## config.mk

```make
export PLATFORM = sky130hd
export DESIGN_NAME = conv1_seq
export DESIGN_NICKNAME = d
export VERILOG_FILES = /design/src/rtl/mnist_pkg.sv /design/src/rtl/conv1_frame_buf.sv /design/src/rtl/conv1_seq.sv
export SDC_FILE = /design/constraint.sdc
export NUM_CORES = 1
export LEC_CHECK = 0
export CAP_MARGIN = 20
export CORE_MARGIN = 10
export CORE_UTILIZATION = 44
export CTS_BUF_LIST = sky130_fd_sc_hd__clkbuf_8 sky130_fd_sc_hd__clkbuf_16
export DETAILED_ROUTE_END_ITERATION = 10
export DONT_BUFFER_PORTS = 1
export PLACE_DENSITY_LB_ADDON = 0.15
export SLEW_MARGIN = 15
export SYNTH_ARGS = -nofsm -noshare
export SYNTH_HDL_FRONTEND = slang
export SYNTH_HIERARCHICAL = 1
export SYNTH_SLANG_ARGS = --single-unit
export TNS_END_PERCENT = 5
```

## constraint.sdc

```tcl
create_clock -name clk -period 4.85 [get_ports clk]
set_input_delay 0 -clock clk [delete_from_list [all_inputs] [get_ports clk]]
set_output_delay 0 -clock clk [all_outputs]
set_load 0.05 [all_outputs]
```

## src/rtl/mnist_pkg.sv

```systemverilog
// Shared constants and types for the MNIST network blocks.
package mnist_pkg;

  localparam int IMG_W   = 28;
  localparam int IMG_H   = 28;
  localparam int K       = 3;
  localparam int OUT_CNT = (IMG_W - K + 1) * (IMG_H - K + 1);

  typedef enum logic [2:0] {
    IDLE,
    LOAD,
    FLUSH,
    STREAM,
    DRAIN,
    DONE
  } conv1_seq_state_t;

endpackage

```

## src/rtl/conv1_frame_buf.sv

```systemverilog
// Single-bit frame store with one synchronous write port and one registered read port.
// Read data returns to 0 whenever no read is requested, so it can drive the pixel bus directly.
module conv1_frame_buf #(
  parameter int DEPTH = 784,
  parameter int AW    = $clog2(DEPTH)
) (
  input  logic          clk,
  input  logic          rst_n,
  input  logic          we_i,
  input  logic [AW-1:0] waddr_i,
  input  logic          wdata_i,
  input  logic          re_i,
  input  logic [AW-1:0] raddr_i,
  output logic          rdata_o
);

  logic mem_q [DEPTH];
  logic rdata_q;

  always_ff @(posedge clk) begin
    if (we_i) mem_q[waddr_i] <= wdata_i;
  end

  always_ff @(posedge clk) begin
    if (!rst_n)    rdata_q <= 1'b0;
    else if (re_i) rdata_q <= mem_q[raddr_i];
    else           rdata_q <= 1'b0;
  end

  assign rdata_o = rdata_q;

endmodule

```

## src/rtl/conv1_seq.sv

```systemverilog
// Frame sequencer for conv_layer_1: capture a frame, flush the conv pipeline, stream it, count outputs.
// Define CONV1_SEQ_TIMEOUT_EN to build the DRAIN watchdog (abort after TIMEOUT cycles with error).
module conv1_seq #(
  parameter int IMG_W     = mnist_pkg::IMG_W,
  parameter int IMG_H     = mnist_pkg::IMG_H,
  parameter int K         = mnist_pkg::K,
  parameter int OUT_CNT   = (IMG_W - K + 1) * (IMG_H - K + 1),
  parameter int FLUSH_CYC = 2,
  parameter int TIMEOUT   = 1024
) (
  input  logic       clk,
  input  logic       rst_n,
  input  logic       start,
  input  logic       load_valid,
  input  logic       load_pixel,
  output logic       load_ready,
  output logic       conv_rst_n,
  output logic       conv_pixel,
  input  logic       conv_valid,
  output logic       busy,
  output logic       done,
  output logic       error,
  output logic [9:0] out_count
);

  import mnist_pkg::*;

  localparam int NPIX = IMG_W * IMG_H;
  localparam int PW   = $clog2(NPIX);
  localparam int FW   = (FLUSH_CYC > 1) ? $clog2(FLUSH_CYC) : 1;

  localparam logic [PW-1:0] LAST_PIX = PW'(NPIX - 1);
  localparam logic [FW-1:0] FLUSH_LD = FW'(FLUSH_CYC - 1);
  localparam logic [9:0]    OUT_EXP  = 10'(OUT_CNT);
  localparam logic [9:0]    CNT_MAX  = 10'h3FF;

  conv1_seq_state_t state_q, state_d;
  logic [PW-1:0]    wptr_q, wptr_d;
  logic [PW-1:0]    rptr_q, rptr_d;
  logic [FW-1:0]    flush_q, flush_d;
  logic [9:0]       out_count_q, out_count_d;
  logic             error_q, error_d;
  logic             load_ready_q, conv_rst_n_q, busy_q, done_q;
  logic             accept, cnt_en, rd_en, tmr_exp;
  logic [PW-1:0]    rd_addr;

  assign accept = load_valid && load_ready_q;

`ifdef CONV1_SEQ_TIMEOUT_EN
  localparam int             TW     = (TIMEOUT > 1) ? $clog2(TIMEOUT) : 1;
  localparam logic [TW-1:0]  TMR_LD = TW'(TIMEOUT - 1);
  logic [TW-1:0] tmr_q, tmr_d;

  // Reloaded throughout STREAM so DRAIN always starts from a full budget.
  always_comb begin
    tmr_d = tmr_q;
    if (state_q == STREAM)     tmr_d = TMR_LD;
    else if (state_q == DRAIN) tmr_d = tmr_q - 1'b1;
  end

  always_ff @(posedge clk) begin
    if (!rst_n) tmr_q <= '0;
    else        tmr_q <= tmr_d;
  end

  assign tmr_exp = (state_q == DRAIN) && (tmr_q == '0);
`else
  if (TIMEOUT < 1) begin : g_timeout_invalid
  end
  assign tmr_exp = 1'b0;
`endif

  always_comb begin
    state_d     = state_q;
    wptr_d      = wptr_q;
    rptr_d      = rptr_q;
    flush_d     = flush_q;
    out_count_d = out_count_q;
    error_d     = error_q;
    rd_en       = 1'b0;
    rd_addr     = '0;
    cnt_en      = 1'b0;

    case (state_q)
      IDLE: begin
        if (start) begin
          state_d     = LOAD;
          wptr_d      = '0;
          out_count_d = '0;
          error_d     = 1'b0;
        end
      end
      LOAD: begin
        if (accept) begin
          wptr_d = wptr_q + 1'b1;
          if (wptr_q == LAST_PIX) begin
            state_d = FLUSH;
            flush_d = FLUSH_LD;
          end
        end
      end
      FLUSH: begin
        flush_d = flush_q - 1'b1;
        // Last flush cycle issues the read of pixel 0 to hide the buffer read latency.
        if (flush_q == '0) begin
          state_d = STREAM;
          rptr_d  = '0;
          rd_en   = 1'b1;
        end
      end
      STREAM: begin
        rptr_d = rptr_q + 1'b1;
        if (rptr_q == LAST_PIX) begin
          state_d = DRAIN;
        end else begin
          rd_en   = 1'b1;
          rd_addr = rptr_q + 1'b1;
        end
      end
      DRAIN: begin
        if ((out_count_q >= OUT_EXP) || tmr_exp) state_d = DONE;
      end
      DONE: begin
        state_d = IDLE;
      end
      default: begin
        state_d = IDLE;
      end
    endcase

    cnt_en = conv_valid && ((state_q == STREAM) || (state_q == DRAIN)) && (out_count_q != CNT_MAX);
    if (cnt_en) begin
      out_count_d = out_count_q + 1'b1;
      if (out_count_q >= OUT_EXP) error_d = 1'b1;
    end
    if ((state_d == DONE) && (out_count_d != OUT_EXP)) error_d = 1'b1;
  end

  always_ff @(posedge clk) begin
    if (!rst_n) begin
      state_q      <= IDLE;
      wptr_q       <= '0;
      rptr_q       <= '0;
      flush_q      <= '0;
      out_count_q  <= '0;
      error_q      <= 1'b0;
      load_ready_q <= 1'b0;
      conv_rst_n_q <= 1'b0;
      busy_q       <= 1'b0;
      done_q       <= 1'b0;
    end else begin
      state_q      <= state_d;
      wptr_q       <= wptr_d;
      rptr_q       <= rptr_d;
      flush_q      <= flush_d;
      out_count_q  <= out_count_d;
      error_q      <= error_d;
      load_ready_q <= (state_d == LOAD);
      conv_rst_n_q <= (state_d != FLUSH);
      busy_q       <= (state_d != IDLE);
      done_q       <= (state_d == DONE);
    end
  end

  conv1_frame_buf #(
    .DEPTH (NPIX),
    .AW    (PW)
  ) u_frame_buf (
    .clk     (clk),
    .rst_n   (rst_n),
    .we_i    (accept),
    .waddr_i (wptr_q),
    .wdata_i (load_pixel),
    .re_i    (rd_en),
    .raddr_i (rd_addr),
    .rdata_o (conv_pixel)
  );

  assign load_ready = load_ready_q;
  assign conv_rst_n = conv_rst_n_q;
  assign busy       = busy_q;
  assign done       = done_q;
  assign error      = error_q;
  assign out_count  = out_count_q;

endmodule

```

After elaboration in Yosys (flattened, before gate mapping)
Memory sizes are Yosys's and may differ from the RTL's. A register that Yosys moved wholly into a read port is not among the register bits.
Index checks and enable logic that the tools add are counted.
- bits in registers: 39
- RAM bits: 784
- output and inout bits: 16
- logic and storage cells: 76
- memories kept: 1
- memories (name ; words ; bits a word ; read ports ; clocked after memory_dff ; write ports ; line ; text):
    u_frame_buf.mem_q ; 784 ; 1 ; 1 ; 1 ; 1 ; conv1_frame_buf.sv:17 ; logic mem_q [DEPTH];
- add/subtract/negate cells: 4
- order comparisons: 1
- eq/ne operators: 15
- muxes and demuxes: 30
- reductions and logical operators: 15
- operator list (kind ; count):
    10-bit 2-to-1 mux ; 8
    10-bit one-hot mux with 2 select lines ; 2
    10-bit by 1-bit adder with 10-bit output (second input constant) ; 3
    10-bit equality test (second input constant) ; 2
    10-bit != test (second input constant) ; 2
    3-bit 2-to-1 mux ; 6
    3-bit one-hot mux with 5 select lines ; 1
    1-bit 2-to-1 mux ; 11
    10-bit greater-or-equal comparator (second input constant) ; 1
    2-bit != test (second input constant) ; 4
    3-bit by 1-bit equality test with 1-bit output (second input constant) ; 2
    3-bit by 2-bit equality test with 1-bit output (second input constant) ; 2
    3-bit equality test (second input constant) ; 2
    3-bit AND reduction ; 2
    2-bit nonzero test ; 3
    1-bit logical AND ; 4
    1-bit one-hot mux with 2 select lines ; 2
    2-bit AND reduction ; 2
    3-bit zero test ; 1
    3-bit by 2-bit != test with 1-bit output (second input constant) ; 1
    3-bit nonzero test ; 1
    1-bit zero test ; 1
    1-bit logical OR ; 1
    1-bit subtractor (second input constant) ; 1

Logic depth before layout (Yosys ltp)
- depth after elaboration: 8
- mapped depth: 18
- depth with buffers taken out: 13

Modules after synthesis
Netlist, hierarchy kept.
- modules (own cells, without submodules) (module ; times used ; cells an instance ; area an instance (um^2) ; seq. area each (um^2)):
    conv1_frame_buf ; 1 ; 2333 ; 34222.8 ; 23562.6
    conv1_seq ; 1 ; 278 ; 2197.1 ; 780.7

Least setup slack after synthesis
Ideal clock, no wire load.
- kind: register -> register
- start: reg rptr_q[0]
- end: reg u_frame_buf.rdata_q (netlist: u_frame_buf/rdata_o) (read register of u_frame_buf.mem_q)
- library setup time: 0.124 ns
- data arrival time: 3.432 ns
- slack: 1.294 ns
- stages on the path, launching flop included: 15
- cell sequence: dfxtp_1 -> ha_1 -> and3_1 -> and4b_1 -> clkbuf_2 -> nor3_1 -> buf_6 -> buf_6 -> buf_2 -> mux4_2 -> mux4_2 -> a31oi_1 -> o211ai_1 -> a31oi_1 -> o22ai_1
- elaborated cells on any way between the ends: 8
- those cells by class: add/sub (1); eq/ne (1); mux (4); reduce/logical (2)
- RTL lines (what ; line ; text):
    from (decl) ; conv1_seq.sv:39 ; logic [PW-1:0] rptr_q, rptr_d;
    from (signal assigned) ; conv1_seq.sv:154 ; rptr_q <= rptr_d;
    10-bit by 1-bit adder with 10-bit output or 10-bit equality test (tied branches) ; conv1_seq.sv:117, conv1_seq.sv:113 ;
    10-bit 2-to-1 mux (*) ; conv1_seq.sv:113 ; if (rptr_q == LAST_PIX) begin
    10-bit 2-to-1 mux (*) ; conv1_seq.sv:84 ; case (state_q)
    via rd_addr[0] ; conv1_seq.sv:45 ; logic [PW-1:0] rd_addr;
    to (decl) ; conv1_frame_buf.sv:18 ; logic rdata_q;
Mark *: on every way through the listed nets, which the timed path passes. The rest lies on a longest branch.
A chain may end at the register's enable or synchronous reset.

Final worst setup path
Ends and elaborated chain as after synthesis.

==> impl_metrics.csv <==
group,metric,value,unit
timing,finalSetupTns,0,ps
detailed_routing,drc_errors,0,
logic_synthesis,avgSynthCellArea,13.9,sq um
critical_path,r2r_start,"rptr_q[0]",
power,irDropWorstVdd,0.247,mV
timing,relSlewSlack,18.6,%
global_routing,antenna_found_initial,2,
logic_synthesis,netlist_area,36400,sq um
outcome,status,"complete, no violations",
global_routing,grt_pass1_wl,146,mm
critical_path,cp-end-kind,"register",
logic_synthesis,synth_top_family_by_area,"multiplexers",
clocking,numClockSinks,824,
critical_path,crit_family,"multiplexers",
floorplan,ios,22,
placement,place_hpwl,54.6,mm
timing,timing.final.crit_share,91.7,%
global_routing,grt_pass1_vias,21900,
placement,gp_congestion,0.794,
logic_synthesis,synthAdderAreaFrac,0.137,%
floorplan,fp.dieW,308,um
finish,diodes,0,
critical_path,slowest_stage,"mux4_2",
worst_hold_path,min_path_type,"in -> reg",
timing,holdWs,88.3,ps
critical_path,start_kind,"register",
global_routing,grt_usage,20.9,%
logic_synthesis,synthesis.nets,2621,
floorplan,fp.dieArea,94700,sq um
finish,layout-area-overhead-vs-synth,11.1,%
critical_path,critPathMaxStageDelay,570,ps
clocking,cts_resized,0,
critical_path,crit_arrival,4960,ps
floorplan,num_rows,105,
critical_path,r2r_setup_slack,400,ps
placement,numPortBuffers,0,
clocking,cts_buffers,90,
timing,setup_ws,404,ps
logic_synthesis,synth_cells,2611,
clocking,cts_tree,"done",
logic_synthesis,async_flop_share,0,%
timing,hold_viol,0,
logic_synthesis,synth-xor-area-share,0.361,%
finish,final_cell_mix,"836 x nor2_1, 784 x edfxtp_1, 168 x mux4_2",
timing,finalSetupViolCount,0,
timing,tightest_slew,1220,ps
detailed_routing,drtIter0Drc,2586,
detailed_routing,wl_per_cell,27.0,um
detailed_routing,viasPerCell,6.02,
clocking,cts-root-buf,"clkbuf_16",
global_routing,grt.overflow.total,0,
clocking,clkTransAtPathRegs,60,ps
clocking,htreeDepth,3,
critical_path,path_buf_inv,1,
global_routing,grt_max_degree,785,
power,power.density,353,nW/um^2
logic_synthesis,yosysSeqAreaShare,66.8,%
logic_synthesis,ys_types,77,
detailed_routing,wl,100,mm
logic_synthesis,ys_ff_latch,824,
critical_path,crit_chain,"ha_1 -> and3_1 -> and4b_1 -> nor3_2 -> buf_12 -> mux4_2 -> mux4_2 -> mux2i_1 -> nor4_1 -> a311oi_1 -> o21ai_0 -> a31oi_1 -> o22ai_1",
power,p_leak,11.7,nW
logic_synthesis,yosys_warnings,6,
critical_path,startpoint,"rptr_q[0]",
finish,n_fill_cell,7058,
timing,rsz0062_at_grt,"no",
critical_path,cp.depth,13,
critical_path,r2r_cells,13,
clocking,insertion_delay,660,ps
critical_path,cp-endpoint,"u_frame_buf/rdata_o",
finish,final_cells,3704,
finish,final_nets,2574,
detailed_routing,vias,22300,
critical_path,required,5370,ps
clocking,clock_path_buffers,3,
floorplan,die-height,308,um
placement,dp_cells,3528,
timing,drv_slew,0,
critical_path,path_class,"reg -> reg",
flow_run,cap_violations,0,
detailed_routing,ant_nets,0,
finish,drive_above_1_share,16.2,%
logic_synthesis,synth_compound_area_share,3.33,%
timing,timing.fmax,225,MHz
logic_synthesis,synth-simple-area-share,12.2,%
finish,final_common_cell,"nor2_1",
logic_synthesis,ys.flop_type,"edfxtp_1",
logic_synthesis,synth_edf_count,784,
detailed_routing,dr.pass1.iters,5,
floorplan,start_util,44.4,%
timing,clock_skew,32.9,ps
timing,fin_crit,4450,ps
critical_path,r2r_end,"u_frame_buf/rdata_o",
critical_path,critPathMaxFanout,42,
clocking,post_cts_buffers,0,
critical_path,crit_top_cell,"mux4_2",
placement,post-place-ws,410,ps
floorplan,coreArea,82100,sq um
logic_synthesis,muxShareOfSynthArea,14.0,%
## cells in the mapped netlist (all sizes together) (15+ instances only)
cell	number	area (sq um)
nor2	841	3160
o21ai	17	85.1
a21oi	40	200
nand4	16	100
mux2i	69	691
edfxtp	784	23500
clkbuf	155	583
o22ai	18	113
nand3	22	110
buf	76	516
nand2	105	394
dfxtp	40	801
mux4	186	4260
a211oi	15	118
## metal layers
metal	vias to the layer above	part of all wire, %	global-route usage, %	routed length [um]
li1	9549	-	-	-
met1	11700	42	28.7	42000
met2	897	47	33.2	47200
met3	188	7.6	3.90	7600
met4	2	3.2	7.06	3250
met5	-	0.052	0.422	52
## worst min-delay path by stage
| stage | cells past startpoint | from | slack (ps) | end |
|---|---|---|---|---|
| global placement | 1 | rst_n | 130 | out_count[7] |
| detailed placement | 1 | rst_n | 130 | out_count[7] |
| floorplan | 0 | load_pixel | 100 | u_frame_buf/mem_q[0] |
| CTS | 0 | load_pixel | -340 | u_frame_buf/mem_q[1] |
| global route | 3 | start | 120 | out_count[0] |
| finish | 3 | start | 90 | out_count[0] |
## power breakdown
| group | switching (mW) | leakage, nW | internal, mW |
|---|---|---|---|
| combinational | 0.115 | 2.91 | 0.0165 |
| sequential | 0.0116 | 7.37 | 7.79 |
| clock | 2.78 | 1.42 | 3.58 |
## sequential cells by signal, indices dropped and copies added (netlist names)
signal,count
u_frame_buf/rdata_o,1
done,1
flush_q,1
state_q,3
out_count,10
u_frame_buf/mem_q,784
wptr_q,10
busy,1
error,1
conv_rst_n,1
load_ready,1
rptr_q,10
## worst register-to-register path: stages, from the launching register on
cell      delay, ps
dfxtp_1         360
ha_1            280
and3_1          220
and4b_1         300
nor3_2          330
buf_12          390
mux4_2          630
mux4_2          460
mux2i_1         390
nor4_1          100
a311oi_1        270
o21ai_0         130
a31oi_1         310
o22ai_1         140
## what timing repair did
item,in CTS,in global routing
endpoints found under the setup margin,0,0
hold buffers,5,2
hold endpoints to repair,823,214
## stage by stage
step | power [mW] | util [%] | instance area [sq um]
floorplan | 7.97 | - | 36400
global route | 14.7 | 49.3 | 40500
detailed placement | 7.98 | 45.7 | 37500
global placement | 7.98 | 45.6 | 37400
CTS | 14.3 | 49.1 | 40300
finish | 14.3 | 49.3 | 40500
## final cells by class
type,count,area [sq um],share of cell area (%)
clock buffers,95,2340,5.79
clock inverters,67,392,0.968
inverters,11,41.3,0.102
multi-input cells,1545,11000,27.3
flip-flops and latches,824,24300,60.2
well taps,1070,1340,3.31
repair buffers,92,966,2.39
## logic make-up after synthesis
kind of cell,count (synthesis)
flops,824
xor+xnor,15
buf+inv,242
fa+ha+maj,4
compound gates,172
simple gates,1087
mux,267
Power figures use the tool's default switching activity.
